[src/rtl/primitive_graph_node_lp_pkg.sv]
// Shared widths and types for Forge graph vertex cells and the fabric that connects them.
package graph_forge_pkg;

  localparam int GF_NODE_ID_WIDTH = 8;
  localparam int GF_WEIGHT_WIDTH  = 16;
  localparam int GF_MAX_DEGREE    = 16;
  localparam int GF_PART_WIDTH    = 3;

  typedef enum logic [2:0] {
    ST_IDLE      = 3'd0,
    ST_SCAN_REQ  = 3'd1,
    ST_SCAN_WAIT = 3'd2,
    ST_ARGMAX    = 3'd3,
    ST_UPDATE    = 3'd4
  } state_e;

  typedef struct packed {
    logic [GF_NODE_ID_WIDTH-1:0] nbr;
    logic [GF_WEIGHT_WIDTH-1:0]  weight;
  } edge_t;

endpackage

[src/rtl/primitive_graph_edge_ram.sv]
// Edge table storage: one write port, one asynchronous read port.
module primitive_graph_edge_ram #(
  parameter int DEPTH = 16,
  parameter int AW    = 4,
  parameter int DW    = 24
) (
  input  logic          clk,
  input  logic          wr_en,
  input  logic [AW-1:0] wr_addr,
  input  logic [DW-1:0] wr_data,
  input  logic [AW-1:0] rd_addr,
  output logic [DW-1:0] rd_data
);

  logic [DW-1:0] mem [DEPTH];

  // NOTE: storage arrays get no reset; the contents are only meaningful once written,
  // and a reset on every entry would turn a compact RAM into a wall of flops.
  always_ff @(posedge clk) begin
    if (wr_en && (int'(wr_addr) < DEPTH)) begin
      mem[wr_addr] <= wr_data;
    end
  end

  assign rd_data = mem[rd_addr];

endmodule

[src/rtl/primitive_graph_node_lp.sv]
// Graph vertex cell: queries every neighbour's partition, scores partitions by edge weight,
// and moves the vertex to the heaviest one (ties favour the current partition, then lowest index).
module primitive_graph_node_lp
  import graph_forge_pkg::*;
#(
  parameter int  NODE_ID_WIDTH = GF_NODE_ID_WIDTH,
  parameter int  WEIGHT_WIDTH  = GF_WEIGHT_WIDTH,
  parameter int  MAX_DEGREE    = GF_MAX_DEGREE,
  parameter int  PART_WIDTH    = GF_PART_WIDTH,
  localparam int DEG_W         = $clog2(MAX_DEGREE),
  localparam int NUM_PARTS     = 2 ** PART_WIDTH,
  localparam int ACC_WIDTH     = WEIGHT_WIDTH + $clog2(MAX_DEGREE + 1)
) (
  input  logic                     clk,
  input  logic                     rst,
  input  logic                     node_enable,
  input  logic                     edge_wr_en,
  input  logic [DEG_W-1:0]         edge_wr_idx,
  input  logic [NODE_ID_WIDTH-1:0] edge_wr_nbr,
  input  logic [WEIGHT_WIDTH-1:0]  edge_wr_weight,
  input  logic                     degree_wr,
  input  logic [DEG_W:0]           degree_in,
  input  logic                     part_init,
  input  logic [PART_WIDTH-1:0]    part_init_val,
  input  logic                     start,
  output logic                     busy,
  output logic                     done,
  output logic                     changed,
  output logic                     nbr_req_valid,
  input  logic                     nbr_req_ready,
  output logic [NODE_ID_WIDTH-1:0] nbr_req_id,
  input  logic                     nbr_rsp_valid,
  input  logic [PART_WIDTH-1:0]    nbr_rsp_part,
  output logic [PART_WIDTH-1:0]    current_partition,
  output logic [ACC_WIDTH-1:0]     total_weight,
  output logic [DEG_W:0]           node_degree
);

  localparam logic [DEG_W:0]        DEG_ONE  = (DEG_W + 1)'(1);
  localparam logic [DEG_W:0]        DEG_MAX  = (DEG_W + 1)'(MAX_DEGREE);
  localparam logic [PART_WIDTH-1:0] PART_ONE = PART_WIDTH'(1);
  localparam logic [PART_WIDTH-1:0] PART_TOP = PART_WIDTH'(NUM_PARTS - 1);

  state_e                  state_q, state_d;
  logic [DEG_W:0]          k_q, k_d;
  logic [DEG_W:0]          step_deg_q, step_deg_d;
  logic [DEG_W:0]          degree_q, degree_d;
  logic [PART_WIDTH-1:0]   part_idx_q, part_idx_d;
  logic [PART_WIDTH-1:0]   best_part_q, best_part_d;
  logic [PART_WIDTH-1:0]   old_part_q, old_part_d;
  logic [PART_WIDTH-1:0]   cur_part_q, cur_part_d;
  logic [ACC_WIDTH-1:0]    total_acc_q, total_acc_d;
  logic [ACC_WIDTH-1:0]    total_weight_q, total_weight_d;
  logic                    changed_q, changed_d;
  logic                    done_q, done_d;
  logic [ACC_WIDTH-1:0]    score_q [NUM_PARTS];
  logic [ACC_WIDTH-1:0]    score_d [NUM_PARTS];

  logic [NODE_ID_WIDTH+WEIGHT_WIDTH-1:0] rd_edge;
  logic [NODE_ID_WIDTH-1:0]              rd_nbr;
  logic [WEIGHT_WIDTH-1:0]               rd_weight;

  primitive_graph_edge_ram #(
    .DEPTH (MAX_DEGREE),
    .AW    (DEG_W),
    .DW    (NODE_ID_WIDTH + WEIGHT_WIDTH)
  ) u_edge_ram (
    .clk     (clk),
    .wr_en   (edge_wr_en && node_enable && (state_q == ST_IDLE)),
    .wr_addr (edge_wr_idx),
    .wr_data ({edge_wr_nbr, edge_wr_weight}),
    .rd_addr (k_q[DEG_W-1:0]),
    .rd_data (rd_edge)
  );

  assign {rd_nbr, rd_weight} = rd_edge;

  // NOTE: every signal written below gets a default first, so no path leaves one
  // unassigned and no latch is inferred; blocking '=' is correct in combinational code.
  always_comb begin
    state_d        = state_q;
    k_d            = k_q;
    step_deg_d     = step_deg_q;
    degree_d       = degree_q;
    part_idx_d     = part_idx_q;
    best_part_d    = best_part_q;
    old_part_d     = old_part_q;
    cur_part_d     = cur_part_q;
    total_acc_d    = total_acc_q;
    total_weight_d = total_weight_q;
    changed_d      = changed_q;
    done_d         = 1'b0;
    score_d        = score_q;

    if (node_enable) begin
      case (state_q)
        ST_IDLE: begin
          if (degree_wr) begin
            degree_d = (degree_in > DEG_MAX) ? DEG_MAX : degree_in;
          end
          if (part_init) begin
            cur_part_d = part_init_val;
          end
          // The step snapshots the pre-write degree and partition.
          if (start) begin
            for (int p = 0; p < NUM_PARTS; p++) score_d[p] = '0;
            total_acc_d = '0;
            k_d         = '0;
            part_idx_d  = '0;
            step_deg_d  = degree_q;
            best_part_d = cur_part_q;
            old_part_d  = cur_part_q;
            state_d     = (degree_q == '0) ? ST_UPDATE : ST_SCAN_REQ;
          end
        end
        ST_SCAN_REQ: begin
          if (nbr_req_ready) state_d = ST_SCAN_WAIT;
        end
        ST_SCAN_WAIT: begin
          if (nbr_rsp_valid) begin
            score_d[nbr_rsp_part] = score_q[nbr_rsp_part] + ACC_WIDTH'(rd_weight);
            total_acc_d           = total_acc_q + ACC_WIDTH'(rd_weight);
            k_d                   = k_q + DEG_ONE;
            state_d               = ((k_q + DEG_ONE) == step_deg_q) ? ST_ARGMAX : ST_SCAN_REQ;
          end
        end
        ST_ARGMAX: begin
          if (score_q[part_idx_q] > score_q[best_part_q]) best_part_d = part_idx_q;
          part_idx_d = part_idx_q + PART_ONE;
          if (part_idx_q == PART_TOP) state_d = ST_UPDATE;
        end
        ST_UPDATE: begin
          cur_part_d     = best_part_q;
          changed_d      = (best_part_q != old_part_q);
          total_weight_d = total_acc_q;
          done_d         = 1'b1;
          state_d        = ST_IDLE;
        end
        default: state_d = ST_IDLE;
      endcase
    end
  end

  // NOTE: state registers use non-blocking '<=' so every flop samples pre-edge values.
  always_ff @(posedge clk or posedge rst) begin
    if (rst) begin
      state_q        <= ST_IDLE;
      k_q            <= '0;
      step_deg_q     <= '0;
      degree_q       <= '0;
      part_idx_q     <= '0;
      best_part_q    <= '0;
      old_part_q     <= '0;
      cur_part_q     <= '0;
      total_acc_q    <= '0;
      total_weight_q <= '0;
      changed_q      <= 1'b0;
      done_q         <= 1'b0;
      for (int p = 0; p < NUM_PARTS; p++) score_q[p] <= '0;
    end else begin
      state_q        <= state_d;
      k_q            <= k_d;
      step_deg_q     <= step_deg_d;
      degree_q       <= degree_d;
      part_idx_q     <= part_idx_d;
      best_part_q    <= best_part_d;
      old_part_q     <= old_part_d;
      cur_part_q     <= cur_part_d;
      total_acc_q    <= total_acc_d;
      total_weight_q <= total_weight_d;
      changed_q      <= changed_d;
      done_q         <= done_d;
      score_q        <= score_d;
    end
  end

  assign busy              = (state_q != ST_IDLE);
  assign done              = done_q;
  assign changed           = changed_q;
  assign nbr_req_valid     = (state_q == ST_SCAN_REQ);
  assign nbr_req_id        = rd_nbr;
  assign current_partition = cur_part_q;
  assign total_weight      = total_weight_q;
  assign node_degree       = degree_q;

endmodule
[config.mk]
export PLATFORM = sky130hd
export DESIGN_NAME = primitive_graph_node_lp
export DESIGN_NICKNAME = d
export VERILOG_FILES = /design/src/rtl/primitive_graph_node_lp_pkg.sv /design/src/rtl/primitive_graph_edge_ram.sv /design/src/rtl/primitive_graph_node_lp.sv
export SDC_FILE = /design/constraint.sdc
export NUM_CORES = 1
export LEC_CHECK = 0
export CAP_MARGIN = 10
export CORE_MARGIN = 5
export CORE_UTILIZATION = 50
export CTS_BUF_LIST = sky130_fd_sc_hd__clkbuf_4
export DETAILED_ROUTE_END_ITERATION = 10
export PLACE_DENSITY = 0.7
export SETUP_SLACK_MARGIN = 0.5
export SLEW_MARGIN = 10
export SYNTH_ARGS = -nofsm -noshare
export SYNTH_HDL_FRONTEND = slang
export SYNTH_SLANG_ARGS = --single-unit
[constraint.sdc]
create_clock -name clk -period 8 [get_ports clk]
set_input_delay 1.2 -clock clk [delete_from_list [all_inputs] [get_ports clk]]
set_output_delay 1.2 -clock clk [all_outputs]
set_load 0.005 [all_outputs]
# Word level (Yosys, flattened, before mapping)

Memories as Yosys holds them, arrays and structs flattened.
Cells that the tools add are included.

Add/sub/neg operators: 4
Reductions and logical operators: 17
Equal/unequal tests: 13
$lt $le $gt $ge: 6
Multiplexer cells: 40
Bitwise gates (word level): 3

Operator list:

| cell                                                     | count |
|---|---|
| 2-to-1 mux 168 bit                                       | 2 |
| case mux 168 bit (2 select lines)                        | 1 |
| binary-select mux 21 bit (select 3 bit)                  | 3 |
| 2-to-1 mux 21 bit                                        | 9 |
| bitwise mux 168 bit                                      | 1 |
| demux 21 bit (select 3 bit)                              | 1 |
| adder 21 x 16 -> 21 bit                                  | 2 |
| case mux 21 bit (2 select lines)                         | 1 |
| 2-to-1 mux 3 bit                                         | 9 |
| > comparator 21 bit                                      | 1 |
| case mux 3 bit (2 select lines)                          | 3 |
| 2-to-1 mux 5 bit                                         | 3 |
| greater-or-equal comparator 4 bit, second input constant | 3 |
| inverter 3 -> 4 bit                                      | 3 |
| case mux 3 bit (4 select lines)                          | 1 |
| AND reduction 3 bit                                      | 4 |
| inequality test 2 bit, second input constant             | 5 |
| case mux 5 bit (2 select lines)                          | 1 |
| AND reduction 4 bit                                      | 2 |
| == test 3 x 2 -> 1 bit, second input constant            | 2 |
| == test 3 bit, second input constant                     | 2 |
| nonzero test 2 bit                                       | 3 |
| adder 5 x 1 -> 5 bit, second input constant              | 1 |
| == test 5 bit                                            | 1 |
| other kinds (14)                                         | 19 |

Memory bits (writable): 384
Memories: 1
Output and inout port bits: 41
Input bits: 48
Flip-flop bits (word level): 242
Word-level logic and storage cells: 104

Memory list:

| memory         | words | width | read ports | clocked after memory_dff | wr ports | line                           | text |
|---|---|---|---|---|---|---|---|
| u_edge_ram.mem | 16    | 24    | 1          | 0                        | 1        | primitive_graph_edge_ram.sv:15 | `logic [DW-1:0] mem [DEPTH];` |

# Logic depth before layout (Yosys ltp)

Word-level depth: 8
Depth in mapped cells: 17
Mapped depth without buffers: 14

# Modules after synthesis

From an unflattened synthesis, not the netlist that was laid out.

Cell total of the unflattened synthesis: 1903
Area total of the unflattened synthesis: 29281.8 um^2

Modules (own cells, without submodules):

| module                   | area an instance (um^2) | cells an instance | sequential area each (um^2) | times used |
|---|---|---|---|---|
| primitive_graph_node_lp  | 14831.7                 | 1291              | 6055.8                      | 1 |
| primitive_graph_edge_ram | 14450.1                 | 612               | 11531.1                     | 1 |

# Worst setup path before layout

OpenSTA, ideal clock, no wires.

Path type: input port to flip-flop
Start: in nbr_rsp_part[0]
End: reg score_q[102] (netlist bit)
Setup slack: 3.295 ns
Data required time: 7.861 ns
Buffers on the path: 4
Stages on the path: 17
Arrival time: 4.567 ns
Library setup time: 0.139 ns
Path through: buf_4 -> buf_4 -> buf_4 -> nor3b_2 -> clkbuf_1 -> a22oi_1 -> nand4_1 -> ha_1 -> inv_1 -> fa_1 -> nor2b_1 -> o211ai_1 -> a21oi_1 -> nor4b_2 -> nor4_1 -> xor2_1 -> o21ai_0

Cells in the longest elaborated chain, start to end: 8
Elaborated cells between the ends (all ways): 13
Those cells by class: 1 x add/sub; 2 x order compare; 8 x mux; 1 x bitwise; 1 x reduce/logical

RTL lines:

| what                                                                                | line                           | text |
|---|---|---|
| start, declared                                                                     | primitive_graph_node_lp.sv:33  | `input logic [PART_WIDTH-1:0] nbr_rsp_part,` |
| inverter 3 -> 4 bit (not written as such) (*)                                       | primitive_graph_node_lp.sv:121 | `score_d[nbr_rsp_part] = score_q[nbr_rsp_part] + ACC_WIDTH'(rd_weight);` |
| binary-select mux 21 bit (select 3 bit) (tied with other cells)                     | primitive_graph_node_lp.sv:121 |  |
| 2-to-1 mux 21 bit (not written as such) / logical AND 1 bit (equally long branches) | primitive_graph_node_lp.sv:121 |  |
| 2-to-1 mux 21 bit (not written as such)                                             | primitive_graph_node_lp.sv:121 |  |
| adder 21 x 16 -> 21 bit / demux 21 bit (select 3 bit) (equally long branches)       | primitive_graph_node_lp.sv:121 |  |
| bitwise mux 168 bit (*)                                                             | primitive_graph_node_lp.sv:121 |  |
| 2-to-1 mux 168 bit (*)                                                              | primitive_graph_node_lp.sv:120 | `if (nbr_rsp_valid) begin` |
| case mux 168 bit (2 select lines) (*)                                               | primitive_graph_node_lp.sv:96  | `case (state_q)` |
| end signal, assigned                                                                | primitive_graph_node_lp.sv:173 | `score_q <= score_d;` |
| end, declared                                                                       | primitive_graph_node_lp.sv:56  | `logic [ACC_WIDTH-1:0] score_q [NUM_PARTS];` |

Every way passes the cells marked *; elsewhere a longest branch is shown, timed or not. The select of a mux whose other input is x is not followed.
A chain may end at the register's enable or synchronous reset.

# Worst setup path in the final report

Start: reg k_q[1]
End: reg total_acc_q[19]

Cells in the longest elaborated chain, start to end: 4

RTL lines:

| what                             | line                           | text |
|---|---|---|
| start, declared                  | primitive_graph_node_lp.sv:45  | `logic [DEG_W:0] k_q, k_d;` |
| start signal, assigned           | primitive_graph_node_lp.sv:162 | `k_q <= k_d;` |
| memory read (16 x 24 bit)        | --                             |  |
| adder 21 x 16 -> 21 bit          | primitive_graph_node_lp.sv:122 | `total_acc_d = total_acc_q + ACC_WIDTH'(rd_weight);` |
| 2-to-1 mux 21 bit                | primitive_graph_node_lp.sv:120 |  |
| case mux 21 bit (2 select lines) | primitive_graph_node_lp.sv:96  |  |
| end signal, assigned             | primitive_graph_node_lp.sv:169 | `total_acc_q <= total_acc_d;` |
| end, declared                    | primitive_graph_node_lp.sv:52  | `logic [ACC_WIDTH-1:0] total_acc_q, total_acc_d;` |

Every way passes these cells. The select of a mux whose other input is x is not followed.

==> results.py <==
metrics = {
    "outcome": {
        "status": "complete, no violations",
    },
    "logic_synthesis": {
        "synth_top_cell_by_area": "edfxtp_1",
        "synthCells": 1874,
        "syn_area_per_cell_um2": 15.6,
        "synth_seq_cells": 626,
        "synth_most_common_cell": "edfxtp_1",
        "synth_area_leaders": "edfxtp_1 (39%), dfrtp_1 (21%), mux4_2 (16%)",
        "yosys-top-cells-count": "edfxtp_1 (384), dfrtp_1 (242), mux4_2 (210)",
        "syn-cell-area_um2": 29300,
        "synth.distinct_cells": 72,
        "syn_nets": 1980,
        "synth_edf_count": 384,
        "ys_seq_area_share_pct": 60.0,
        "async_flop_share_pct": 38.7,
        "yosysTopAreaCellShare_pct": 39.3,
        "yosys_most_used_dff": "edfxtp_1",
        "ys_warn_count": 0,
    },
    "setup_path": {
        "crit_path_top_delay_cell": "dfrtp_4",
        "rr_endpoint": "total_acc_q[19]$_DFFE_PP0P_",
        "worstPathCellList": "buf_4 > mux4_2 > mux4_2 > ha_1 > a211oi_1 > o211ai_1 > nand2_1 > o31ai_2 > a221oi_1 > o21ai_0 > a21oi_1",
        "r2r_setup_slack_ns": 2.75,
        "critPathMostFrequentCell": "mux4_2",
        "slowest_delay_ns": 1.08,
        "reg2reg_from": "k_q[1]$_DFFE_PP0P_",
        "worstPathRequired_ns": 8.88,
        "path_class": "reg2reg",
        "start_kind": "flop",
        "crit_arrival_ns": 6.13,
        "r2r_cells": 11,
        "critPathMaxFanout": 69,
        "end_kind": "flop",
    },
    "global_routing": {
        "grt_usage_pct": 24.6,
        "overflow": 0,
        "grt_pass1_wl_um": 118000,
        "grt_max_degree": 98,
        "antenna_found_initial": 2,
        "first_global_vias": 19600,
    },
    "cts": {
        "clockRootBuffer": "clkbuf_4",
        "clock_sinks": 626,
        "path_clk_slew_ns": 0.06,
        "post_cts_buffers": 0,
        "clock_path_buffers": 3,
        "h-tree-depth": 4,
        "numCtsBuffers": 157,
        "cts_tree": "yes",
        "clock_latency_ns": 0.98,
        "cts_resized": 0,
        "ctsHoldBuffers": 0,
    },
    "power": {
        "p_per_area_nw_per_um2": 269,
        "vdd_drop_max_uv": 193,
        "power_leakage_uw": 0.0122,
    },
    "place": {
        "dpl.hpwl_um": 47100,
        "io_buffers": 88,
        "post-place-cells": 2673,
        "place_congestion": 0.915,
    },
    "final_layout": {
        "nNetsFinal": 2173,
        "drive_gt1_share_pct": 28.5,
        "syn2layout_area_growth_pct": 13.0,
        "fin_cells": 2959,
    },
    "timing": {
        "setup_tns_ns": 0,
        "skew_ns": 0.0494,
        "finalSetupViolations": 0,
        "tightestPinTransition_ns": 1.40,
        "fmax_mhz": 190,
        "finalHoldViolations": 0,
        "rsz0062_at_grt": "false",
        "slew_violations": 0,
        "min_period_ns": 5.25,
        "relSlewSlack_pct": 5.76,
        "fin_crit_sh_pct": 65.7,
    },
    "min_path": {
        "min_from": "total_weight[4]$_DFFE_PP0P_",
        "min_path_cells": 1,
        "min_to": "total_weight[4]$_DFFE_PP0P_",
        "hp-class": "reg2reg",
    },
    "detailed_routing": {
        "wl_um": 78000,
        "wl_per_cell_um": 26.3,
        "initialDrtViolationCount": 2139,
        "drc": 0,
        "vias": 18900,
        "first_pass_iters": 6,
        "viasPerCell": 6.40,
        "ant_nets": 0,
    },
    "die": {
        "die_h_um": 252,
        "num_rows": 88,
        "ios": 89,
        "dieWidth_um": 252,
        "design.core.area_um2": 57900,
        "start_util_pct": 50.6,
        "die-area_um2": 63600,
    },
    "run": {
        "max-cap-violations": 0,
    },
}
[state kept, by name, indices dropped and copies added, names as in the netlist, 3 cells and up]
register,cells
k_q,5
total_weight,21
old_part_q,3
step_deg_q,5
total_acc_q,21
state_q,3
current_partition,3
score_q,168
node_degree,5
u_edge_ram.mem,384
part_idx_q,3
best_part_q,3
[cell usage in the layout, fill, tap and decap left out, types with 5 or more instances in the layout]
master | netlist | final
nand4_1 | 22 | 22
clkbuf_4 | 0 | 239
a211oi_1 | 5 | 5
or3_1 | 6 | 6
xor2_1 | 15 | 15
a32o_1 | 8 | 8
nand2b_1 | 10 | 10
a22oi_1 | 65 | 65
edfxtp_1 | 384 | 384
xnor2_1 | 17 | 17
clkinvlp_4 | 0 | 5
nand3_1 | 18 | 18
inv_1 | 12 | 11
o21ai_1 | 2 | 10
clkdlybuf4s50_1 | 0 | 88
mux2i_1 | 33 | 33
a31oi_1 | 5 | 5
o211ai_1 | 11 | 11
nor3_1 | 14 | 10
mux2_2 | 58 | 58
nand2_1 | 160 | 160
dfrtp_1 | 242 | 234
buf_4 | 3 | 59
o21ai_0 | 125 | 117
a21oi_1 | 33 | 33
nor3_2 | 2 | 6
o21a_1 | 13 | 13
dfrtp_2 | 0 | 6
ha_1 | 56 | 56
and2_1 | 6 | 6
a22o_1 | 84 | 84
a21o_1 | 17 | 17
nor2b_1 | 11 | 11
nor2_2 | 0 | 12
clkinv_1 | 0 | 34
nor2_1 | 52 | 40
mux4_2 | 210 | 210
and3_1 | 7 | 7
[how the worst max path moves through the flow]
stage	from	end	slack, ns	depth (start not counted)
final	k_q[1]$_DFFE_PP0P_	total_acc_q[19]$_DFFE_PP0P_	2.75	11
after global routing	k_q[1]$_DFFE_PP0P_	total_acc_q[19]$_DFFE_PP0P_	2.48	11
after CTS	k_q[1]$_DFFE_PP0P_	total_acc_q[19]$_DFFE_PP0P_	2.78	11
after detailed placement	nbr_rsp_part[2]	score_q[18]$_DFFE_PP0P_	2.00	15
after global placement	nbr_rsp_part[2]	score_q[102]$_DFFE_PP0P_	2.19	15
after floorplan	nbr_rsp_part[0]	score_q[102]$_DFFE_PP0P_	3.29	17
[per-layer routing]
metal | GRT usage [%] | share of wire (%) | vias to the layer above | wire length, µm
li1 | - | - | 8011 | -
met1 | 30.2 | 37 | 9645 | 28500
met2 | 40.7 | 50 | 1020 | 38800
met3 | 6.28 | 9.1 | 246 | 7060
met4 | 12.6 | 4.6 | 2 | 3560
met5 | 0 | 0.0090 | - | 7
[power breakdown]
part           leakage, µW  switching, µW  internal (µW)
clock network      0.00120           1290           1430
registers          0.00678            288           3620
logic              0.00426           1240           1070
total               0.0122           2810           6120
[through the flow]
step / total power, µW / hold WS (ns) / worst slack [ns] / util (%) / area [µm²]
2_1_floorplan: 5500 / 0.462 / 3.29 / - / 29300
3_3_place_gp: 6220 / 0.493 / 2.19 / 53.7 / 31100
3_5_place_dp: 6270 / 0.496 / 2.00 / 53.7 / 31100
4_1_cts: 9000 / 0.511 / 2.78 / 57.2 / 33100
5_1_grt: 9390 / 0.533 / 2.48 / 57.2 / 33100
6_report: 8930 / 0.507 / 2.75 / 57.2 / 33100
[area by class of cell]
cell class                      count  area [µm²]
Clock inverter                     45         249
Tap cell                          765         957
Inverter                           12        48.8
Multi-Input combinational cell   1122       11100
Timing Repair Buffer              148        1340
Antenna cell                        2        5.00
Sequential cell                   626       17600
Fill cell                        4576       24800
Clock buffer                      239        1790
[logic make-up (layout without fill, tap and decap cells)]
family          count (synthesis)  count (layout)  share of synthesized area, %
mux                           301             301                          19.5
compound gates                396             396                          9.38
buf+inv                       126             444                          2.19
simple gates                  334             334                          5.40
xor+xnor                       33              33                          1.01
flops                         626             626                          60.0
other cells                     0               2                             0
fa+ha+maj                      58              58                          2.53
[worst max-delay path, delay by kind of cell, from the launching register on]
family / cells / cell delay [ns]
AOI/OAI and AO/OA: 6 / 1.93
DFF: 1 / 1.08
muxes: 2 / 0.98
buffers and inverters: 1 / 0.56
adders and majority gates: 1 / 0.34
and+or+nand+nor: 1 / 0.18
(Power assumes the default switching activity.)
